$ cat src/rtl/mem_pkg.sv
// Shared constants and types for the data-memory request controller.
package mem_pkg;
  localparam logic [2:0] F3_B  = 3'b000;
  localparam logic [2:0] F3_H  = 3'b001;
  localparam logic [2:0] F3_W  = 3'b010;
  localparam logic [2:0] F3_BU = 3'b100;
  localparam logic [2:0] F3_HU = 3'b101;

  localparam int NUM_LANES   = 4;
  localparam int TIMEOUT_DEF = 255;

  typedef enum logic [1:0] {IDLE, WAIT, RESP} state_t;
endpackage

$ cat src/rtl/lsu_load_align.sv
// Picks the addressed byte/half out of a bus word and sign/zero-extends it.
module lsu_load_align
  import mem_pkg::*;
(
  input  logic [2:0]  funct3,
  input  logic [1:0]  addr_lo,
  input  logic [31:0] word,
  output logic [31:0] rdata
);
  logic [NUM_LANES-1:0][7:0] lanes;
  logic [7:0]  b;
  logic [15:0] h;

  always_comb begin
    lanes = word;
    b     = lanes[addr_lo];
    h     = addr_lo[1] ? word[31:16] : word[15:0];
    rdata = word;
    case (funct3)
      F3_B:    rdata = {{24{b[7]}}, b};
      F3_H:    rdata = {{16{h[15]}}, h};
      F3_BU:   rdata = {24'b0, b};
      F3_HU:   rdata = {16'b0, h};
      default: rdata = word;
    endcase
  end
endmodule

$ cat src/rtl/data_mem_ctrl.sv
// Data-memory responder: validates core requests, runs one req/ack bus cycle
// per access while stalling the core, and returns extended load data.
module data_mem_ctrl
  import mem_pkg::*;
#(
  parameter int ADDR_W  = 32,
  parameter int TIMEOUT = TIMEOUT_DEF
) (
  input  logic              clk,
  input  logic              reset_n,
  input  logic              mem_read,
  input  logic              mem_write,
  input  logic [2:0]        funct3,
  input  logic [ADDR_W-1:0] addr,
  input  logic [31:0]       wdata,
  output logic [31:0]       rdata,
  output logic              stall,
  output logic              misaligned,
  output logic              access_fault,
  output logic              bus_req,
  output logic              bus_we,
  output logic [ADDR_W-1:0] bus_addr,
  output logic [3:0]        bus_be,
  output logic [31:0]       bus_wdata,
  input  logic              bus_ack,
  input  logic              bus_err,
  input  logic [31:0]       bus_rdata
);
  state_t state, state_nxt;
  logic [7:0] cnt;
  logic [2:0] f3_q;
  logic [1:0] alo_q;
  logic [31:0] ld_ext;
  logic [NUM_LANES-1:0]      be_c;
  logic [NUM_LANES-1:0][7:0] wd_c;
  logic req, both, f3_ok, misal, in_idle;
  logic accept, rej_fault, rej_misal;
  logic to_hit, wait_done, wait_fault, stall_c;

  // Lane enables and replicated store data, one slice per byte lane
  for (genvar l = 0; l < NUM_LANES; l++) begin : g_lane
    localparam logic [1:0] LN = 2'(l);
    assign be_c[l] = (funct3[1:0] == 2'b00) ? (addr[1:0] == LN) :
                     (funct3[1:0] == 2'b01) ? (addr[1] == LN[1]) : 1'b1;
    assign wd_c[l] = (funct3[1:0] == 2'b00) ? wdata[7:0] :
                     (funct3[1:0] == 2'b01) ? wdata[8*(l%2) +: 8] : wdata[8*l +: 8];
  end

  always_comb begin
    req     = mem_read | mem_write;
    both    = mem_read & mem_write;
    in_idle = (state == IDLE);
    f3_ok   = mem_write ? (funct3 inside {F3_B, F3_H, F3_W})
                        : (funct3 inside {F3_B, F3_H, F3_W, F3_BU, F3_HU});
    misal   = ((funct3 == F3_H || funct3 == F3_HU) && addr[0]) ||
              (funct3 == F3_W && addr[1:0] != 2'b00);
    rej_fault = in_idle && req && (both || !f3_ok);
    rej_misal = in_idle && req && !both && f3_ok && misal;
    accept    = in_idle && req && !both && f3_ok && !misal;
    // err beats ack; timeout only when neither arrived on the last allowed cycle
    to_hit     = (cnt == 8'(TIMEOUT));
    wait_done  = bus_err | bus_ack | to_hit;
    wait_fault = (state == WAIT) && (bus_err || (!bus_ack && to_hit));
  end

  always_comb begin
    state_nxt = state;
    stall_c   = 1'b0;
    case (state)
      IDLE: if (accept) begin
        state_nxt = WAIT;
        stall_c   = 1'b1;
      end
      WAIT: begin
        stall_c = 1'b1;
        if (wait_done) state_nxt = RESP;
      end
      RESP:    state_nxt = IDLE;
      default: state_nxt = IDLE;
    endcase
  end

  // Gate with reset so a request held during reset never stalls the core
  assign stall = reset_n & stall_c;

  lsu_load_align u_align (
    .funct3  (f3_q),
    .addr_lo (alo_q),
    .word    (bus_rdata),
    .rdata   (ld_ext)
  );

  always_ff @(posedge clk or negedge reset_n) begin
    if (!reset_n) begin
      state        <= IDLE;
      cnt          <= '0;
      rdata        <= '0;
      bus_req      <= 1'b0;
      bus_we       <= 1'b0;
      bus_addr     <= '0;
      bus_be       <= '0;
      bus_wdata    <= '0;
      misaligned   <= 1'b0;
      access_fault <= 1'b0;
      f3_q         <= '0;
      alo_q        <= '0;
    end else begin
      state        <= state_nxt;
      misaligned   <= rej_misal;
      access_fault <= rej_fault | wait_fault;
      if (accept) begin
        bus_req   <= 1'b1;
        bus_we    <= mem_write;
        bus_addr  <= {addr[ADDR_W-1:2], 2'b00};
        bus_be    <= be_c;
        bus_wdata <= wd_c;
        f3_q      <= funct3;
        alo_q     <= addr[1:0];
        cnt       <= 8'd1;
      end else if (state == WAIT) begin
        if (wait_done) begin
          bus_req <= 1'b0;
          cnt     <= '0;
        end else begin
          cnt <= cnt + 8'd1;
        end
        if (wait_fault)                rdata <= '0;
        else if (bus_ack && !bus_we)   rdata <= ld_ext;
      end
    end
  end
endmodule

$ cat config.mk
export PLATFORM = sky130hd
export DESIGN_NAME = data_mem_ctrl
export DESIGN_NICKNAME = d
export VERILOG_FILES = /design/src/rtl/mem_pkg.sv /design/src/rtl/lsu_load_align.sv /design/src/rtl/data_mem_ctrl.sv
export SDC_FILE = /design/constraint.sdc
export NUM_CORES = 1
export LEC_CHECK = 0
export CAP_MARGIN = 0
export CORE_UTILIZATION = 49
export DETAILED_ROUTE_END_ITERATION = 7
export PLACE_DENSITY = 0.86
export SLEW_MARGIN = 20
export SYNTH_ARGS = -nofsm -noshare
export SYNTH_HDL_FRONTEND = slang
export SYNTH_HIERARCHICAL = 1
export SYNTH_SLANG_ARGS = --single-unit
$ cat constraint.sdc
create_clock -name clk -period 2.65 [get_ports clk]
set_input_delay 0.3975 -clock clk [delete_from_list [all_inputs] [get_ports clk]]
set_output_delay 0.3975 -clock clk [all_outputs]
set_load 0.005 [all_outputs]
# == Word level (Yosys, flattened, before mapping) ==
# Index checks and enable logic that the tools add are counted.
# word_totals
ff_bits,117
wordCells,100
# op_classes
add_sub_neg,1
order_cmp,1
n_eq_ne,15
mux,29
bitwise_logic,8
reduce_logical,34
# op_table
cell,count
case mux 32 bit (4 select lines),1
two-way mux 8 bit,9
two-way mux 32 bit,2
binary-select mux 8 bit (select 2 bit),1
two-way mux 16 bit,1
"== test 3 bit, second input constant",4
logical AND 1 bit,11
two-way mux 1 bit,11
"adder 8 x 1 -> 8 bit, second input constant",1
"== test 8 bit, second input constant",1
nonzero test 2 bit,4
"== test 2 x 1 -> 1 bit, second input constant",3
"== test 3 x 1 -> 1 bit, second input constant",2
zero test 2 bit,3
zero test 3 bit,2
zero test 1 bit,5
nonzero test 5 bit,1
"== test 2 bit, second input constant",2
logical OR 1 bit,4
two-way mux 2 bit,2
OR 1 bit,4
case mux 2 bit (2 select lines),1
AND reduction 2 bit,2
"== test 3 x 2 -> 1 bit, second input constant",1
other kinds (8),10

# == Depth between registers and ports, before layout ==
# depth
depth_word,9
depth_mapped,7

# == Modules after synthesis ==
# The synthesis kept the hierarchy.
# modules_own_cells
mod,n_inst,cells_each,area_per_inst_um2,seq_area_each_um2
data_mem_ctrl,1,384,5089.9,2927.8
lsu_load_align,1,118,799.5,0.0

# == Least setup slack after synthesis ==
# No wires, ideal clock.
# synth_path
path_type,input-to-output
from,input port funct3[0]
to,output port stall
t_arrival_ns,1.533
required_ns,2.253
slack_ns,0.719
stages,7
n_path_buf,3
path_cell_list,buf_6 o21ai_1 o2111ai_1 or2_1 buf_6 buf_2 a21oi_1
# synth_via
elab_chain_cells,9
# synth_lines
item,line_no,source
start: declaration,data_mem_ctrl.sv:13,"input logic [2:0] funct3,"
"parallel branches: the longest is 5 deep, another holds nonzero test 5 bit",--,
logical AND 1 bit (*),data_mem_ctrl.sv:59,accept = in_idle && req && !both && f3_ok && !misal;
two-way mux 1 bit (*),data_mem_ctrl.sv:70,IDLE: if (accept) begin
case mux 1 bit (2 select lines) (*),data_mem_ctrl.sv:69,case (state)
AND 1 bit (*),data_mem_ctrl.sv:84,assign stall = reset_n & stall_c;
end: declaration,data_mem_ctrl.sv:17,"output logic stall,"
# Every way passes the cells marked *.

# == Worst setup path in the final report ==
# layout_path
from,input port funct3[0]
to,register bus_wdata[26]
# layout_via
elab_chain_cells,6
# layout_lines
item,line_no,source
"parallel branches: the longest is 6 deep, another holds nonzero test 5 bit",--,
end signal: assignment,data_mem_ctrl.sv:116,bus_wdata <= wd_c;
end: declaration,data_mem_ctrl.sv:24,"output logic [31:0] bus_wdata,"
# Parallel ways; which one is timed is not known.
# A chain may end at the register's enable or synchronous reset.

==> flow_summary.ini <==
[global_routing]
grt_overflow = 0
use_met2_pct = 45.6
grt_busiest_layer = met2
antenna_found_initial = 0
grt_usage_pct = 28.1
grt_max_degree = 71
gr-usage-met1_pct = 33.8
grt_pass1_vias = 5227
grtUsageMet3_pct = 9.96
grt_pass1_wl_mm = 27.2

[drt]
vias = 4992
routedWlPerCell_um = 19.4
routed_wl_mm = 16.9
drtIter0Drc = 347
post-route-drc-count = 15
postRouteAntennaNets = 0
dr.pass1.iters = 7
vias_per_cell = 5.74

[setup_path]
crit_family = simple AND/OR/NAND/NOR gates
path_class = in2reg
cp.arrival_ps = 2720
worstPathRequired_ps = 2930
r2r_slack_ps = 410
cp_slowest_cell = nor2_1
path_depth = 7
cpMostUsedCell = buf_4
crit_fanout = 12
endpoint_kind = flip-flop
worstReg2RegEnd = bus_wdata[26]
r2r_cells = 5
worst_path_largest_cell_delay_ps = 830
worst-path-buf-inv = 3
reg2reg_from = state[1]
path_cells = clkdlybuf4s50_1 > buf_4 > nand3b_1 > o41ai_4 > buf_4 > nor2_1 > mux2_2
start_kind = input pin

[logic_synthesis]
synthCells = 502
synthTopCellsByArea = dfrtp_1, mux2_4, mux2i_1, a22o_1, o21ai_0
synth_warnings = 6
ys_seq_area_share_pct = 49.7
syn_avg_cell_area_um2 = 11.7
yosysTopAreaCell = dfrtp_1
synth_edf_count = 0
synth_ff_type = dfrtp_1
ys_types = 44
ys_seq_elements = 117
synth_top_area_share_pct = 49.7
async_flop_share_pct = 100
synth_area_mm2 = 0.00589

[clocking]
cts_resized = 4
post-cts-setup-buffers = 0
hold_buffers = 0
cts-root-buf = clkbuf_16
cts_buffers = 17
path_clk_slew_ps = 50
cts_sinks = 117
ctsLongestPathBuffers = 2
htreeDepth = 4
cts_tree = done
clk_latency_ps = 400

[floorplanning]
initial_core_util_pct = 50.9
die_x_um = 112
ios = 210
num_rows = 39
fp.dieArea_mm2 = 0.0125
core_region_area_mm2 = 0.0116
die_h_um = 112

[power_and_ir_drop]
pwr-share-clk_pct = 29.3
power-per-cell-area_mw_per_mm2 = 913
ir_drop_v = 0.000497
seqPwrFrac_pct = 34.3
share_comb_of_total_power_pct = 36.4
leakagePower_uw = 0.00396
switching_share_pct = 28.4
intPower_uw = 5710
switchingPower_uw = 2260

[layout]
syn_to_final_growth_pct = 48.3
final_common_cell = clkdlybuf4s50_1
fill_cells = 758
final_nets = 820
layout-drive-gt1-share_pct = 17.9
antennaDiodeCount = 0
final_cell_mix = clkdlybuf4s50_1, dfrtp_1, o21ai_0

[sta]
worst_pin_slew_ps = 1100
max_freq_mhz = 411
grt_setup_unrepaired = no
finClkSkew_ps = 8.88
finalSetupViolations = 0
slew_violations = 0
hold_viol = 0
relSlewSlack_pct = 26.1
fin_crit_ps = 2430
fin_ws_ps = 217
fin_crit_sh_pct = 91.8
fin_tns_setup_ps = 0

[hold_path]
min_path_type = in2async

[place]
place_congestion = 0.881
hpwl_mm = 11.7
io_buffer_count = 207
place_ws_ps = -171

[outcome]
status = complete, but fails checks
violations = design-rule violations

[run]
cap_violations = 0
[cell families (layout without fill, tap and decap cells)]
group,Yosys count,count (layout),share of synthesized area (%)
fa+ha+maj,1,1,0.212
mux,94,94,20.1
simple gates,100,100,8.48
compound gates,142,142,16.8
flops,117,117,49.7
buf+inv,47,271,4.57
other cells,1,2,0.0637
[state kept, by name, indices dropped and copies added (netlist names)]
signal and cells:
bus_wdata 32, rdata 32, bus_addr 30, cnt 8, bus_be 4, f3_q 3, alo_q 2, state 2
access_fault 1, bus_req 1, bus_we 1, misaligned 1
[per-layer routing]
| metal | up-vias | share of wire, % |
|---|---|---|
| met5 | - | 0 |
| met4 | 0 | 2.8 |
| met3 | 33 | 10 |
| met2 | 263 | 48 |
| met1 | 2438 | 38 |
| li1 | 2258 | - |
[per-stage QoR]
step / util [%] / total power, uW / area, um2 / instances / hold slack, ps
after global routing: 75.5 / 8370 / 8730 / 870 / 150
after global placement: 70.3 / 5520 / 8130 / 838 / 482
final: 75.5 / 7970 / 8730 / 870 / 116
after floorplan: - / 4070 / 5890 / 503 / 102
after CTS: 75.5 / 8020 / 8730 / 870 / 123
after detailed placement: 70.3 / 5630 / 8130 / 838 / 480
[cell usage after synthesis (2+ instances only)]
master    count
mux2i_1      37
a21oi_1      17
o22a_1        8
o21ai_0      50
a221o_1       8
buf_6        10
dfrtp_1     117
nor3_1        3
a31o_2        5
buf_4         3
nand4_1       2
buf_2         5
nand3b_1      9
nor2_1        7
mux2_4       43
nand2b_1      7
clkbuf_1     23
inv_1         4
nand3_1       3
mux2_2       13
nor2b_1      10
o21a_1        2
a22o_1       40
o211ai_1      4
nand2_1      48
or3_1         3
or2_2         2
o21ai_1       3
[power by group through the flow]
stage | clock network, uW | registers [uW] | logic, uW
floorplan | 0 | 2670 | 1400
global placement | 0 | 2710 | 2810
detailed placement | 0 | 2730 | 2890
CTS | 2380 | 2730 | 2920
global route | 2460 | 2800 | 3110
finish | 2340 | 2730 | 2900
[worst max path at each step]
stage	start	endpoint	slack [ps]
after floorplan	funct3[0]	stall	720
after global placement	funct3[2]	bus_wdata[24]	-80
after detailed placement	funct3[2]	bus_wdata[26]	-170
after CTS	funct3[0]	stall	250
after global routing	funct3[0]	bus_be[1]	140
final	funct3[0]	bus_wdata[26]	220
[layout make-up]
class | count | area [um2] | area share (%)
clock buffers | 23 | 478 | 5.47
clock inverters | 9 | 125 | 1.43
well taps | 143 | 179 | 2.05
inverters | 5 | 18.8 | 0.215
flip-flops and latches | 117 | 2930 | 33.5
multi-input cells | 339 | 2720 | 31.2
repair buffers | 234 | 2280 | 26.1
Power figures use the tool's default switching activity.
